<file path="src/rtl/fifo_drain_rr_pkg.sv">
// Shared types for the egress FIFO drain block.
// FSM state encodings and lane geometry.
package fifo_drain_rr_pkg;

  localparam int NUM_LANES = 4;
  localparam int LANE_W    = 2;

  typedef enum logic [1:0] {
    IDLE  = 2'd0,
    RUN   = 2'd1,
    DRAIN = 2'd2
  } state_t;

endpackage

</file>
<file path="src/rtl/fifo_drain_rr_arb.sv">
// Round-robin arbiter over four request lanes.
// Pointer advances past the winner only when a grant is issued.
module rr_arbiter4
  import fifo_drain_rr_pkg::*;
(
  input  logic                 clk,
  input  logic                 rst,
  input  logic                 en,
  input  logic [NUM_LANES-1:0] req,
  output logic [NUM_LANES-1:0] grant,
  output logic [LANE_W-1:0]    grant_idx
);

  logic [LANE_W-1:0] ptr;
  logic              found;

  always_comb begin
    found     = 1'b0;
    grant_idx = ptr;
    for (int i = 0; i < NUM_LANES; i++) begin
      if (!found && req[ptr + LANE_W'(i)]) begin
        found     = 1'b1;
        grant_idx = ptr + LANE_W'(i);
      end
    end
    grant = '0;
    if (en && found)
      grant = NUM_LANES'(1) << grant_idx;
  end

  always_ff @(posedge clk or posedge rst) begin
    if (rst)
      ptr <= '0;
    else if (|grant)
      ptr <= grant_idx + LANE_W'(1);
  end

endmodule

</file>
<file path="src/rtl/fifo_drain_rr.sv">
// Round-robin drain of four egress FIFOs into a credit-limited
// output queue, with per-lane delivered-word counters.
module fifo_drain_rr
  import fifo_drain_rr_pkg::*;
#(
  parameter int DATA_WIDTH = 10,
  parameter int DEPTH      = 3,
  parameter int CNT_WIDTH  = 5
) (
  input  logic                  clk,
  input  logic                  reset,
  input  logic                  enable,
  input  logic [3:0]            empty_in,
  input  logic [DATA_WIDTH-1:0] data_in0,
  input  logic [DATA_WIDTH-1:0] data_in1,
  input  logic [DATA_WIDTH-1:0] data_in2,
  input  logic [DATA_WIDTH-1:0] data_in3,
  output logic [3:0]            pop_out,
  output logic [DATA_WIDTH-1:0] data_out,
  output logic [1:0]            lane_out,
  output logic                  valid_out,
  input  logic                  rdy_in,
  input  logic                  cnt_clr,
  input  logic [1:0]            cnt_sel,
  output logic [CNT_WIDTH-1:0]  cnt_out,
  output logic                  idle_out
);

  localparam int PW = (DEPTH > 1) ? $clog2(DEPTH) : 1;
  localparam int OW = $clog2(DEPTH + 2);

  state_t state, state_nxt;

  logic [DATA_WIDTH-1:0] din   [NUM_LANES];
  logic [DATA_WIDTH-1:0] mem_d [DEPTH];
  logic [LANE_W-1:0]     mem_l [DEPTH];
  logic [CNT_WIDTH-1:0]  cnt   [NUM_LANES];

  logic [PW-1:0]     rd_ptr, wr_ptr;
  logic [OW-1:0]     count, outstanding;
  logic              in_flight, xfer, can_pop;
  logic [LANE_W-1:0] if_lane, grant_idx;
  logic [3:0]        grant;

  function automatic logic [PW-1:0] inc(input logic [PW-1:0] p);
    return (p == PW'(DEPTH - 1)) ? '0 : p + PW'(1);
  endfunction

  assign din[0] = data_in0;
  assign din[1] = data_in1;
  assign din[2] = data_in2;
  assign din[3] = data_in3;

  assign valid_out = (count != '0);
  assign xfer      = valid_out & rdy_in;
  assign data_out  = valid_out ? mem_d[rd_ptr] : '0;
  assign lane_out  = valid_out ? mem_l[rd_ptr] : '0;

  // A word leaving this cycle frees its slot for a same-cycle pop.
  assign outstanding = OW'(in_flight) + count - OW'(xfer);
  assign can_pop = (state == RUN) && enable &&
                   (outstanding < OW'(DEPTH));

  rr_arbiter4 u_arb (
    .clk       (clk),
    .rst       (reset),
    .en        (can_pop),
    .req       (~empty_in),
    .grant     (grant),
    .grant_idx (grant_idx)
  );

  assign pop_out  = grant;
  assign idle_out = (state == IDLE);
  assign cnt_out  = cnt[cnt_sel];

  always_ff @(posedge clk or posedge reset) begin
    if (reset) begin
      rd_ptr    <= '0;
      wr_ptr    <= '0;
      count     <= '0;
      in_flight <= 1'b0;
      if_lane   <= '0;
    end else begin
      if (in_flight)
        wr_ptr <= inc(wr_ptr);
      if (xfer)
        rd_ptr <= inc(rd_ptr);
      count     <= count + OW'(in_flight) - OW'(xfer);
      in_flight <= |grant;
      if (|grant)
        if_lane <= grant_idx;
    end
  end

  always_ff @(posedge clk) begin
    if (in_flight) begin
      mem_d[wr_ptr] <= din[if_lane];
      mem_l[wr_ptr] <= if_lane;
    end
  end

  always_ff @(posedge clk or posedge reset) begin
    if (reset) begin
      for (int i = 0; i < NUM_LANES; i++)
        cnt[i] <= '0;
    end else if (cnt_clr) begin
      for (int i = 0; i < NUM_LANES; i++)
        cnt[i] <= '0;
    end else if (xfer) begin
      cnt[lane_out] <= cnt[lane_out] + CNT_WIDTH'(1);
    end
  end

  always_ff @(posedge clk or posedge reset) begin
    if (reset)
      state <= IDLE;
    else
      state <= state_nxt;
  end

  always_comb begin
    state_nxt = state;
    unique case (state)
      IDLE:
        if (enable)
          state_nxt = RUN;
      RUN:
        if (!enable)
          state_nxt = (outstanding != '0) ? DRAIN : IDLE;
      DRAIN:
        if (enable)
          state_nxt = RUN;
        else if (outstanding == '0)
          state_nxt = IDLE;
      default:
        state_nxt = IDLE;
    endcase
  end

  ovf_chk: assert property (@(posedge clk) disable iff (reset)
    !(in_flight && !xfer && count == OW'(DEPTH)));

endmodule

</file>
<file path="config.mk">
export PLATFORM = sky130hd
export DESIGN_NAME = fifo_drain_rr
export DESIGN_NICKNAME = d
export VERILOG_FILES = /design/src/rtl/fifo_drain_rr_pkg.sv /design/src/rtl/fifo_drain_rr_arb.sv /design/src/rtl/fifo_drain_rr.sv
export SDC_FILE = /design/constraint.sdc
export NUM_CORES = 1
export LEC_CHECK = 0
export BUFFER_PORTS_ARGS = -buffer_cell sky130_fd_sc_hd__buf_2
export CAP_MARGIN = 20
export CORE_MARGIN = 2
export CORE_UTILIZATION = 50
export DETAILED_ROUTE_END_ITERATION = 10
export PLACE_DENSITY = 0.74
export SYNTH_ARGS = -nofsm -noshare
export SYNTH_HDL_FRONTEND = slang
export SYNTH_SLANG_ARGS = --single-unit
export TNS_END_PERCENT = 1
</file>
<file path="constraint.sdc">
create_clock -name clk -period 6.94 [get_ports clk]
set_input_delay 1.041 -clock clk [delete_from_list [all_inputs] [get_ports clk]]
set_output_delay 1.041 -clock clk [all_outputs]
set_load 0.1 [all_outputs]
</file>
Yosys cells after proc, flatten, opt, wreduce, memory -nomap -nowiden:

Memory sizes are Yosys's and may differ from the RTL's.
Index checks and enable logic that the tools add are counted.

* bits in registers: 34
* latch bits: 0
* memory bits (writable): 36
* bits in read-only memories: 0
* bits of input ports: 51
* output and inout port bits: 23
* word-level logic and storage cells: 103
* memories kept: 2

Memories
* mem_d: depth 3, width 10, read ports 1, clocked after memory_dff 0, write ports 1, RTL line fifo_drain_rr.sv:35 `logic [DATA_WIDTH-1:0] mem_d [DEPTH];`
* mem_l: depth 3, width 2, read ports 1, clocked after memory_dff 0, write ports 1, RTL line fifo_drain_rr.sv:36 `logic [LANE_W-1:0] mem_l [DEPTH];`

* add/subtract/negate cells: 9
* $mul: 0
* div/mod/pow operators: 0
* order comparisons: 9
* equality and inequality tests: 7
* shift operators: 1
* muxes and demuxes: 42
* bitwise operators: 5
* reduce and logical (&&, ||, !) cells: 17

Operators with widths (count)
* $mux W20: 2
* $mux W10: 3
* $mux W5: 5
* $mux W2: 11
* $bmux W10 S2: 1
* $bmux W5 S2: 2
* $bwmux W20: 1
* $lt A2 B3 Y1 const B: 4
* $demux W5 S2: 1
* $mux W1: 10
* $ge A3 B3 Y1 const B: 3
* $not A2 Y3: 3
* $add A2 B1 Y2 const B: 4
* $bmux W1 S2: 4
* $logic_and A1 B1 Y1: 7
* $eq A2 B2 Y1 const B: 3
* $pmux W2 S3: 1
* $reduce_bool A3 Y1: 2
* $add A5 B1 Y5 const B: 1
* $add A2 B2 Y2 const B: 2
* $mux W4: 1
* $ne A2 B2 Y1 const B: 2
* $not A4 Y4: 1
* $reduce_or A4 Y1: 1
* other kinds (13): 15

Depth between registers and ports, before layout:

* word-level depth: 16
* depth in mapped cells: 14
* gate-level depth less buffers: 14

By module:

Synthesis repeated with hierarchy kept, for this count alone.

* cells, all modules: 319
* area total of the unflattened synthesis: 3876.2 um^2

Modules (own cells, without submodules)
* fifo_drain_rr: times used 1, cells an instance 286, area each 3589.7 um^2, seq. area each 1881.8 um^2
* rr_arbiter4: times used 1, cells an instance 33, area each 286.5 um^2, seq. area each 50.0 um^2

Worst setup path before layout:

OpenSTA, ideal clock, no wires.

* path type: reg-to-output
* start point: register count[1]
* end point: output port pop_out[0]
* data arrival time: 3863 ps
* data required time: 5899 ps
* path slack: 2036 ps
* stages on the path, launching flop included: 13
* path buffers: 0
* cell sequence: dfrtp_1 > nor3_4 > inv_1 > nand2_1 > inv_2 > ha_1 > inv_1 > ha_1 > fa_1 > xnor2_1 > xnor2_1 > a211oi_1 > and2_1

* word-level cells in the longest chain between the ends: 7

Ends and longest elaborated chain
* from (decl): RTL line fifo_drain_rr.sv:40 `logic [OW-1:0] count, outstanding;`
* from (signal assigned): RTL line fifo_drain_rr.sv:89 `count <= count + OW'(in_flight) - OW'(xfer);`
* $reduce_bool A3 Y1: RTL line fifo_drain_rr.sv:54 `assign valid_out = (count != '0);`
* via valid_out: RTL line fifo_drain_rr.sv:21 `output logic valid_out,`
* $and A1 B1 Y1: RTL line fifo_drain_rr.sv:55 `assign xfer = valid_out & rdy_in;`
* via xfer: RTL line fifo_drain_rr.sv:41 `logic in_flight, xfer, can_pop;`
* $sub A3 B1 Y3: RTL line fifo_drain_rr.sv:60 `assign outstanding = OW'(in_flight) + count - OW'(xfer);`
* via outstanding[2]: RTL line fifo_drain_rr.sv:40
* $lt A3 B2 Y1: RTL line fifo_drain_rr.sv:62 `(outstanding < OW'(DEPTH));`
* $logic_and A1 B1 Y1: RTL line fifo_drain_rr.sv:61 `assign can_pop = (state == RUN) && enable &&`
* $logic_and A1 B1 Y1: RTL line fifo_drain_rr_arb.sv:27 `if (en && found)`
* $mux W4: RTL line fifo_drain_rr_arb.sv:27
* to (decl): RTL line fifo_drain_rr.sv:18 `output logic [3:0] pop_out,`

The timed path passes the listed nets, and every way through them passes these cells.

Final worst setup path:

* start point: register count[1]
* end point: output port pop_out[1]

* word-level cells in the longest chain between the ends: 7

Ends and longest elaborated chain (RTL line)
* $reduce_bool A3 Y1: fifo_drain_rr.sv:54
* $and A1 B1 Y1: fifo_drain_rr.sv:55
* via xfer: fifo_drain_rr.sv:41
* $sub A3 B1 Y3: fifo_drain_rr.sv:60
* via outstanding[2]: fifo_drain_rr.sv:40
* $lt A3 B2 Y1: fifo_drain_rr.sv:62
* $logic_and A1 B1 Y1: fifo_drain_rr.sv:61
* $logic_and A1 B1 Y1: fifo_drain_rr_arb.sv:27
* $mux W4: fifo_drain_rr_arb.sv:27

The timed path passes the listed nets, and every way through them passes these cells.

==> out/summary.txt <==
Post-Syn Area: 3640 um2
Hold crit path type: register to register
Worst setup SP type: register
GRT Total Usage: 20.6%
Area Growth Syn to Fin: 18.2%
Async set or reset register ratio after synthesis: 48.6%
Maximum VDD drop: 0.000323 V
Max-slew violation total from the final report: 0
Aggregate routed wire length: 7760 um
Post-synthesis sequential area ratio: 53.1%
Worst-skew pair later-pin latency: 0.34 ns
YS warnings: 0
Slew margin rel.: 34.9%
Commonest cells after routing, fill and taps aside: buf_2, nor2_1, edfxtp_1, dfrtp_1
First-pass GRT wire length: 12300 um
Setup Crit Path Kind: register to primary output
Post-cts hold buffer count: 0
Synthesized area per cell: 12.2 um2
Worst Clk Skew: 0.00893 ns
Yosys cell types: 54
Post-CTS setup buffer count: 0
Largest net degree at the start of global routing: 35
Die W: 89.3 um
1st-iter DRT viols: 113
Synthesized instance count: 299
RSZ-0062 raised after global routing: false
Gpl congestion: 0.887
Antenna violations before repair: 0
Fin crit period: 5.39 ns
CTS Sinks: 70
M3 GR Usage: 5.36%
Worst-path maximum fanout: 17
Met1 Use GR: 25.2%
Grt ovf: 0
Post-synth EDFFs: 36
CTS Buf Count: 9
DR WL/cell: 16.2 um
Area leader, netlist: edfxtp_1
Hold Slack: 0.520 ns
HPWL after DPL: 5410 um
Post-Place Cells: 460
Final Hold Fails: 0
Met2 global-route usage: 34.7%
Fill cells: 616
Outcome: complete, no violations
CP endpoint kind: primary output
Crit path DAT: 4.34 ns
Endpoints failing setup: 0
Req. time, crit path: 5.90 ns
Die area: 7980 um2
Fin nets: 434
Max Cap Viol: 0
Clk slew on worst S/H paths: 0.07 ns
Row cnt: 31
Commonest non-fill, non-tap cell in the layout: buf_2
H-tree depth: 3
DRT Pass-1 Iters: 6
#FFs+latches synth: 70
CTS resizes: 0
Top_reg_cell synth: edfxtp_1
Setup TNS: 0 ns
Crit share post-route: 77.6%
Via density: 5.59
Clock Tree Buf Depth: 2
DRC viols: 0
Syn Nets: 358
Ratio of cells with drive above 1 in the final layout: 30.8%
Final core utilization: 60.3%
Slew @ Worst Pin: 0.976 ns
Starting Density: 51.0%
Root Buffer: clkbuf_8
Fmax: 186 MHz
Top post-synthesis cells by area: edfxtp_1, dfrtp_1, mux4_2, nor2_1, mux2i_1
P per Cell Area: 452 nW/um2
Total number of vias: 2680
Number of global-route vias before repair: 2642
Core area: 7140 um2
Die Height: 89.3 um
I/O pin cnt: 74
Top cell type's share of synthesized area: 29.7%
Diodes inserted: 0
Routed Antenna Nets: 0
GRT busiest layer: met2
Buffers on Ports: 73
TritonCTS clock tree: yes
Leakage power total: 0.00184 uW
Non-filler cells, final: 479
-- cell type report --
cell class | count | area [um2] | share of cell area [%]
tap | 99 | 124 | 2.88
inverter | 17 | 63.8 | 1.48
timing repair buffer | 77 | 403 | 9.37
sequential | 70 | 1930 | 44.9
clock buffer | 9 | 124 | 2.88
clock inverter | 7 | 65.1 | 1.51
multi-input combinational | 200 | 1590 | 37.0
-- kinds of logic (layout without fill, tap and decap cells) --
group | Yosys count | after routing | synth area share [%]
and+or+nand+nor | 94 | 94 | 13.1
DFF | 70 | 70 | 53.1
AOI/OAI and AO/OA | 58 | 58 | 11.1
muxes | 35 | 35 | 15.2
buffers and inverters | 29 | 110 | 3.40
adders and majority gates | 8 | 8 | 2.96
xor gates and xnor gates | 5 | 5 | 1.20
-- through the flow --
stage / total power [uW] / cell area (um2) / worst slack (ns)
2_1_floorplan: 1460 / 3640 / 2.04
3_3_place_gp: 1610 / 4080 / 2.14
3_5_place_dp: 1630 / 4080 / 1.95
4_1_cts: 1950 / 4270 / 1.55
5_1_grt: 2060 / 4300 / 1.15
6_report: 1940 / 4300 / 1.55
-- per-layer routing --
metal  up-vias  share of wire (%)
li1       1272                  -
met1      1302                 42
met2        97                 51
met3         9                5.8
met4         0                1.4
met5         -                  0
-- cell usage after synthesis, types with 3 or more instances --
cell and count:
nand3b_1 3, mux2_2 4, and2_1 10, nor2_1 38
a22o_1 9, xnor2_1 4, nor3_1 7, ha_1 7
edfxtp_1 36, nand2_1 12, clkbuf_1 9, dfrtp_1 34
mux2i_1 13, o21ai_0 4, a21o_1 3, and3_1 3
o21ai_1 5, a211oi_1 4, a21oi_1 15, nand3_1 7
nor2b_1 3, inv_1 15, mux4_2 15
-- state kept, by name (all words and copies together), names as in the netlist --
register,flops
cnt,20
count,3
if_lane,2
in_flight,1
mem_d,30
mem_l,6
rd_ptr,2
state,2
u_arb.ptr,2
wr_ptr,2
-- where the power goes --
| group | internal, uW | leakage (uW) | switching, uW | total, uW |
|---|---|---|---|---|
| Combinational | 269 | 0.000973 | 700 | 969 |
| Sequential | 538 | 0.000774 | 121 | 659 |
| Clock | 163 | 0.0000880 | 153 | 316 |
| Total | 970 | 0.00184 | 974 | 1940 |
-- critical path, stage by stage, from the launching register on --
cell and delay, ns:
dfrtp_1 0.42, nor3_4 0.64, inv_1 0.31, nand2_1 0.23, inv_2 0.09, ha_1 0.27, inv_1 0.04, ha_1 0.18
fa_1 0.39, xnor2_1 0.15, xnor2_1 0.16, a211oi_1 0.49, and2_1 0.20, buf_2 0.42
-- final timing paths --
path	endpoint	slack [ns]	from	depth (start not counted)
max	pop_out[1]	1.55	count[1]	13
min	cnt[12]	0.52	cnt[12]	2
max reg2reg	if_lane[1]	2.72	count[1]	13
max in group asynchronous	cnt[4]	5.85	reset	3
min reg2reg	cnt[12]	0.52	cnt[12]	2
min in group asynchronous	in_flight	0.78	reset	3
Power figures use the tool's default switching activity.
